==> src/rtl/debug_run_sequencer.sv <==
// debug_run_sequencer: run-mode controller between the UART debug unit and
// the MIPS pipeline. Gates the pipeline enable in continuous or single-step
// mode and, after each step or after HALT, streams a register-bank dump over
// UART TX (four bytes per word, MSB first).
// Optional feature macro: CYCLE_COUNT_EN -- counts enabled pipeline cycles and
// appends the count as one extra dump word.
//
// TX handshake: o_tx_start is a one-cycle pulse that launches o_tx_data; the
// byte is held unchanged until the UART answers with a one-cycle i_tx_done.
// i_tx_done seen in any state other than DUMP_WAIT is ignored.
module debug_run_sequencer #(
  parameter int SIZE_TRAMA     = 8,
  parameter int SIZE_WORD      = 32,
  parameter int N_DUMP_WORDS   = 32,
  parameter int DUMP_ADDR_BITS = 5
) (
  input  logic                      i_clk,
  input  logic                      i_reset,
  input  logic                      i_start_cont,
  input  logic                      i_start_step,
  input  logic                      i_step_req,
  input  logic                      i_halt,
  input  logic [SIZE_WORD-1:0]      i_dump_data,
  input  logic                      i_tx_done,
  output logic                      o_mips_en,
  output logic [DUMP_ADDR_BITS-1:0] o_dump_addr,
  output logic [SIZE_TRAMA-1:0]     o_tx_data,
  output logic                      o_tx_start,
  output logic                      o_busy,
  output logic [3:0]                o_state
);

  localparam logic [3:0] IDLE      = 4'd0;
  localparam logic [3:0] RUN_CONT  = 4'd1;
  localparam logic [3:0] STEP_WAIT = 4'd2;
  localparam logic [3:0] STEP_EXEC = 4'd3;
  localparam logic [3:0] DUMP_LOAD = 4'd4;
  localparam logic [3:0] DUMP_SEND = 4'd5;
  localparam logic [3:0] DUMP_WAIT = 4'd6;

  // Word counter is one bit wider than the address so it can index the
  // optional trailing cycle-count word without disturbing o_dump_addr.
  localparam int WORD_W = DUMP_ADDR_BITS + 1;
  localparam logic [WORD_W-1:0] LAST_BANK = WORD_W'(N_DUMP_WORDS - 1);
`ifdef CYCLE_COUNT_EN
  localparam logic [WORD_W-1:0] LAST_WORD = WORD_W'(N_DUMP_WORDS);
`else
  localparam logic [WORD_W-1:0] LAST_WORD = WORD_W'(N_DUMP_WORDS - 1);
`endif

  logic [3:0]                state_q, state_d;
  logic                      mips_en_q, mips_en_d;
  logic [DUMP_ADDR_BITS-1:0] dump_addr_q, dump_addr_d;
  logic [SIZE_TRAMA-1:0]     tx_data_q, tx_data_d;
  logic                      tx_start_q, tx_start_d;
  logic                      busy_q, busy_d;
  logic [SIZE_WORD-1:0]      shift_q, shift_d;
  logic [1:0]                byte_cnt_q, byte_cnt_d;
  logic [WORD_W-1:0]         word_q, word_d;
  logic                      halt_seen_q, halt_seen_d;
`ifdef CYCLE_COUNT_EN
  logic [SIZE_WORD-1:0]      cycle_cnt_q, cycle_cnt_d;
`endif

  // Next-state and registered-output computation for the run/dump FSM.
  always_comb begin
    state_d     = state_q;
    dump_addr_d = dump_addr_q;
    tx_data_d   = tx_data_q;
    tx_start_d  = 1'b0;
    shift_d     = shift_q;
    byte_cnt_d  = byte_cnt_q;
    word_d      = word_q;
    halt_seen_d = halt_seen_q;
`ifdef CYCLE_COUNT_EN
    cycle_cnt_d = mips_en_q ? cycle_cnt_q + 1'b1 : cycle_cnt_q;
`endif
    case (state_q)
      IDLE: begin
        // Continuous start wins over step start when both arrive together.
        if (i_start_cont || i_start_step) begin
          state_d     = i_start_cont ? RUN_CONT : STEP_WAIT;
          halt_seen_d = 1'b0;
`ifdef CYCLE_COUNT_EN
          cycle_cnt_d = '0;
`endif
        end
      end
      RUN_CONT: begin
        if (i_halt) begin
          halt_seen_d = 1'b1;
          word_d      = '0;
          dump_addr_d = '0;
          state_d     = DUMP_LOAD;
        end
      end
      STEP_WAIT: begin
        if (i_halt)          state_d = IDLE;
        else if (i_step_req) state_d = STEP_EXEC;
      end
      STEP_EXEC: begin
        // Halt is observed one cycle after the step edge.
        halt_seen_d = i_halt;
        word_d      = '0;
        dump_addr_d = '0;
        state_d     = DUMP_LOAD;
      end
      DUMP_LOAD: begin
        shift_d    = i_dump_data;
`ifdef CYCLE_COUNT_EN
        if (word_q == WORD_W'(N_DUMP_WORDS)) shift_d = cycle_cnt_q;
`endif
        byte_cnt_d = '0;
        state_d    = DUMP_SEND;
      end
      DUMP_SEND: begin
        tx_data_d  = shift_q[SIZE_WORD-1 -: SIZE_TRAMA];
        tx_start_d = 1'b1;
        state_d    = DUMP_WAIT;
      end
      DUMP_WAIT: begin
        if (i_tx_done) begin
          shift_d    = shift_q << SIZE_TRAMA;
          byte_cnt_d = byte_cnt_q + 1'b1;
          if (byte_cnt_q != 2'd3) begin
            state_d = DUMP_SEND;
          end else if (word_q != LAST_WORD) begin
            // Address stops at the last bank word; the count word reuses it.
            if (word_q < LAST_BANK) dump_addr_d = dump_addr_q + 1'b1;
            word_d  = word_q + 1'b1;
            state_d = DUMP_LOAD;
          end else begin
            dump_addr_d = '0;
            word_d      = '0;
            state_d     = halt_seen_q ? IDLE : STEP_WAIT;
          end
        end
      end
      default: state_d = IDLE;
    endcase
    mips_en_d = (state_d == RUN_CONT) || (state_d == STEP_EXEC);
    busy_d    = (state_d != IDLE);
  end

  // State and output registers; reset aborts any dump in flight.
  always_ff @(posedge i_clk or negedge i_reset) begin
    if (!i_reset) begin
      state_q     <= IDLE;
      mips_en_q   <= 1'b0;
      dump_addr_q <= '0;
      tx_data_q   <= '0;
      tx_start_q  <= 1'b0;
      busy_q      <= 1'b0;
      shift_q     <= '0;
      byte_cnt_q  <= '0;
      word_q      <= '0;
      halt_seen_q <= 1'b0;
`ifdef CYCLE_COUNT_EN
      cycle_cnt_q <= '0;
`endif
    end else begin
      state_q     <= state_d;
      mips_en_q   <= mips_en_d;
      dump_addr_q <= dump_addr_d;
      tx_data_q   <= tx_data_d;
      tx_start_q  <= tx_start_d;
      busy_q      <= busy_d;
      shift_q     <= shift_d;
      byte_cnt_q  <= byte_cnt_d;
      word_q      <= word_d;
      halt_seen_q <= halt_seen_d;
`ifdef CYCLE_COUNT_EN
      cycle_cnt_q <= cycle_cnt_d;
`endif
    end
  end

  assign o_state     = state_q;
  assign o_mips_en   = mips_en_q;
  assign o_dump_addr = dump_addr_q;
  assign o_tx_data   = tx_data_q;
  assign o_tx_start  = tx_start_q;
  assign o_busy      = busy_q;

endmodule
==> config.mk <==
export PLATFORM = sky130hd
export DESIGN_NAME = debug_run_sequencer
export DESIGN_NICKNAME = d
export VERILOG_FILES = /design/src/rtl/debug_run_sequencer.sv
export SDC_FILE = /design/constraint.sdc
export NUM_CORES = 1
export LEC_CHECK = 0
export ABC_CLOCK_PERIOD_IN_PS = 2200
export CORE_MARGIN = 5
export CORE_UTILIZATION = 51
export DETAILED_ROUTE_END_ITERATION = 12
export PLACE_DENSITY = 0.86
export SKIP_CTS_REPAIR_TIMING = 1
export SLEW_MARGIN = 25
export SYNTH_ARGS = -nofsm -noshare
export SYNTH_HDL_FRONTEND = slang
export SYNTH_SLANG_ARGS = --single-unit
export TNS_END_PERCENT = 50
==> constraint.sdc <==
create_clock -name i_clk -period 2.2 [get_ports i_clk]
set_input_delay 0.44 -clock i_clk [delete_from_list [all_inputs] [get_ports i_clk]]
set_output_delay 0.44 -clock i_clk [all_outputs]
set_load 0.02 [all_outputs]
-- After elaboration in Yosys (flattened, before gate mapping)
Index checks and enable logic that the tools add are counted.
- add/subtract/negate cells: 3
- magnitude comparators: 1
- eq/ne operators: 15
- multiplexer cells: 29
- reduce and logical (&&, ||, !) cells: 11
- operators by type and width (kind ; number):
    one-hot mux 32 bit (2 select lines) ; 1
    2-to-1 mux 32 bit ; 1
    one-hot mux 4 bit (7 select lines) ; 1
    2-to-1 mux 5 bit ; 5
    2-to-1 mux 6 bit ; 4
    2-to-1 mux 4 bit ; 5
    one-hot mux 6 bit (3 select lines) ; 1
    one-hot mux 5 bit (3 select lines) ; 1
    == test 4 x 2 -> 1 bit, second input constant ; 3
    == test 4 x 3 -> 1 bit, second input constant ; 3
    inequality test 2 bit, second input constant ; 5
    == test 4 x 1 -> 1 bit, second input constant ; 2
    adder 6 x 1 -> 6 bit, second input constant ; 1
    < comparator 6 x 5 -> 1 bit, second input constant ; 1
    2-to-1 mux 2 bit ; 3
    2-to-1 mux 3 bit ; 2
    inequality test 6 x 5 -> 1 bit, second input constant ; 1
    nonzero test 3 bit ; 2
    adder 5 x 1 -> 5 bit, second input constant ; 1
    AND reduction 5 bit ; 1
    zero test 4 bit ; 1
    one-hot mux 2 bit (2 select lines) ; 1
    AND reduction 4 bit ; 1
    nonzero test 4 bit ; 1
    8 further kinds ; 11
- bits in registers: 61
- output and inout port bits: 20
- logic and storage cells: 69

-- Longest topological paths before layout
Gate-level depths: netlist of run 1.
- word-level depth: 7
- mapped depth: 7
- gate-level depth less buffers: 5

-- Worst setup path before layout of run 1
No wires, ideal clock.
- path type: register to register
- from: register state_q[0] (netlist: o_state[0])
- to: register busy_q (netlist: o_busy)
- library setup time: 0.139 ns
- arrival time: 1.574 ns
- required time: 2.061 ns
- path slack: 0.487 ns
- stages on the path, launching flop included: 6
- buffers on the path: 1
- cells stage by stage: dfrtp_1 -> buf_6 -> nand4bb_4 -> nor4_2 -> a211o_1 -> or4_1
- RTL lines (element ; line ; RTL):
    start, declared ; 51 ; logic [3:0] state_q, state_d;
    start signal, assigned ; 162 ; state_q <= state_d;
    == test 4 x 3 -> 1 bit (tied with other cells) ; 78 ; case (state_q)
    one-hot mux 4 bit (7 select lines) (*) ; 78 ;
    via state_d[1] ; 51 ;
    nonzero test 4 bit (*) ; 142 ; busy_d = (state_d != IDLE);
    via busy_d ; 56 ; logic busy_q, busy_d;
    end signal, assigned ; 167 ; busy_q <= busy_d;
    end, declared ; 56 ;
The timed path passes the listed nets; every way through them passes the cells marked *.
A chain may end at the register's enable or synchronous reset.

-- Worst setup path after layout of run 1
- from: register state_q[3] (netlist: o_state[3])
- to: output o_state[3]
- RTL lines (element ; line ; RTL):
    end, declared ; 30 ; output logic [3:0] o_state
No word-level cell between the ends.

==> run summary, run 1 <==
CP Capture Type: primary output
Fin. Hold Viols: 0
Cell Pwr Density: 1020 nW/um^2
Clock skew: 0.0103 ns
Outcome: completed
Multi-input logic area: 1240 um^2
Max Clk Rate: 491 MHz
Placed cells: 392
Routed via count: 2319
DRC viols: 0
Synth-to-Final Area Change: 32.9%
Clk sinks: 61
Iteration-0 DRC Markers: 222
Worst EP required: 1.76 ns
Net count after synthesis: 309
Mapped Cells: 267
Max-slew violation count: 0
Port buffer count: 58
Drt first pass iters: 4
Routed wire per std cell: 15.6 um
I/O Pins: 59
Count leader, synth: dfrtp_1
Crit start category: flip-flop
Routed vias/inst: 5.68
Fin crit share: 92.6%
Share of the synthesized area in the top cell type: 53.4%
Pleak: 1.66 nW
RSZ-0062 raised after global routing: false
Nets: 373
Clk_lat worst skew: 0.34 ns
Antenna Cells: 0
Worst path slowest cell: clkdlybuf4s50_1
Asr flop ratio synth: 100%
Final WL: 6370 um
Vias in the first global route: 2304
Max VDD drop: 0.630 mV
Die area: 7200 um^2
Clock slew at reported path FFs: 0.07 ns
H-tree depth: 3
Final non-filler cell total: 408
Post-layout util: 69.4%
Setup TNS: 0 ns
Max_cap viols: 0
Layout cells sized above 1: 14.0%
Top FF cell, synth: dfrtp_1
Pin count of the biggest net entering global routing: 62
TritonCTS Buffers: 9
Final min period: 2.04 ns
Worst Path Arrival: 1.60 ns
Clock Path Buffers: 2
Initial antenna violation count: 0
Root Buffer: clkbuf_8
Crit-path cells: buf_4 -> clkdlybuf4s50_1
CP max stage delay: 0.62 ns
Synthesized cell area: 2860 um^2
First-pass GRT wire length: 10900 um
Finish-stage setup viols: 0
Die Y: 84.8 um
Starting Density: 52.2%
CTS tree: done
GP Congestion: 0.877
Synth Register Bits: 61
Sequential-to-total area share from yosys stat: 53.4%
Post-synth top cells: dfrtp_1 (61), nand2_1 (37), o21ai_0 (35)
GRT overflow: 0
Chip Width: 84.8 um
Biggest area consumer among synthesized cells: dfrtp_1
Top post-synthesis cells by area: dfrtp_1 (53%), o21ai_0 (6.1%), nand2_1 (4.9%)
Worst Path Max Fanout: 11
GRT Total Usage: 19.0%
CP Buf/Inv Count: 2
Row Count: 27
Netlist cell types: 47
Hold Crit Class: in2async
Antenna Nets Post-Route: 0
Yosys warning count: 0
Detailed placement HPWL: 4240 um
Count of flip-flops with a built-in enable after synthesis: 0
Syn Area/Cell: 10.7 um^2
Top Family by Delay on Critical Path: buffers and inverters
Fill cells: 392
Critical path class: reg2out
Reg area: 1530 um^2
Core area: 5470 um^2
## area by class of cell
| cell class | instances | area share, % |
|---|---|---|
| multi-input combinational | 185 | 32.6 |
| clock buffer | 10 | 3.36 |
| tap | 72 | 2.37 |
| timing repair buffer | 69 | 18.0 |
| sequential | 61 | 40.2 |
| inverter | 5 | 0.494 |
| clock inverter | 6 | 2.93 |
## logic make-up (layout without fill, tap and decap cells)
logic type	Yosys count	in the layout	synth area share, %
fa+ha+maj	3	3	1.31
buf+inv	21	90	3.59
compound gates	80	80	18.4
other cells	1	1	0.131
mux	18	18	6.70
simple gates	83	83	16.5
flops	61	61	53.4
## through the flow
step	area [um^2]	hold slack, ns	setup slack, ns	power [mW]
6_report	3800	0.0862	0.162	3.88
5_1_grt	3800	0.118	0.0872	4.12
4_1_cts	3800	0.104	0.152	3.91
3_5_place_dp	3560	0.470	0.118	2.70
3_3_place_gp	3560	0.457	0.168	2.65
2_1_floorplan	2860	0.144	0.487	2.27
## sequential cells by signal, summed over array words and instances, names as in the netlist
register	flops
byte_cnt_q	2
halt_seen_q	1
o_busy	1
o_dump_addr	5
o_mips_en	1
o_state	4
o_tx_data	8
o_tx_start	1
shift_q	32
word_q	6
## report_power, final
group / internal, mW / switching [mW]
clock: 0.753 / 0.439
sequential: 1.51 / 0.251
combinational: 0.487 / 0.441
## metal layers
layer	vias to the layer above	global-route usage [%]	part of all wire, %	wire [um]
li1	1113	-	-	-
met1	1108	25.5	44	2820
met3	15	3.98	5.4	346
met5	-	0	0	0
met4	0	10.1	2.7	173
met2	83	29.0	48	3030
## cell usage in the layout (no fill, tap or decap), types with 4 or more instances in the layout
master           instances
dfrtp_1                 61
clkdlybuf4s50_1         57
nand2_1                 37
o21ai_0                 35
o22ai_1                 18
nand3_1                 11
a22o_1                  10
mux2i_1                  9
mux2_2                   9
clkbuf_8                 9
buf_4                    9
nor2_1                   6
inv_1                    4
## path summary, 6_finish.rpt
kind                            cells after the start                          to  slack [ns]                     from
max in group asynchronous                           2    o_tx_data[2]$_DFFE_PN0P_        1.83                  i_reset
worst min-delay path                                2  o_dump_addr[1]$_DFFE_PN0P_        0.09                  i_reset
min in group i_clk                                  2     shift_q[29]$_DFFE_PN0P_        0.48  shift_q[29]$_DFFE_PN0P_
worst max register to register                      4  o_dump_addr[4]$_DFFE_PN0P_        0.30     o_state[2]$_DFF_PN0_
worst min register to register                      2     shift_q[29]$_DFFE_PN0P_        0.48  shift_q[29]$_DFFE_PN0P_
worst max-delay path                                2                  o_state[3]        0.16     o_state[3]$_DFF_PN0_
Note: power is estimated with default switching activity, not from simulation.
==> inputs of run 2 (changes only) <==
SKIP_CTS_REPAIR_TIMING = not set   (was 1)
==> results of run 2 <==
Same layout as run 1: the final DEF is identical, and so are final timing and power.
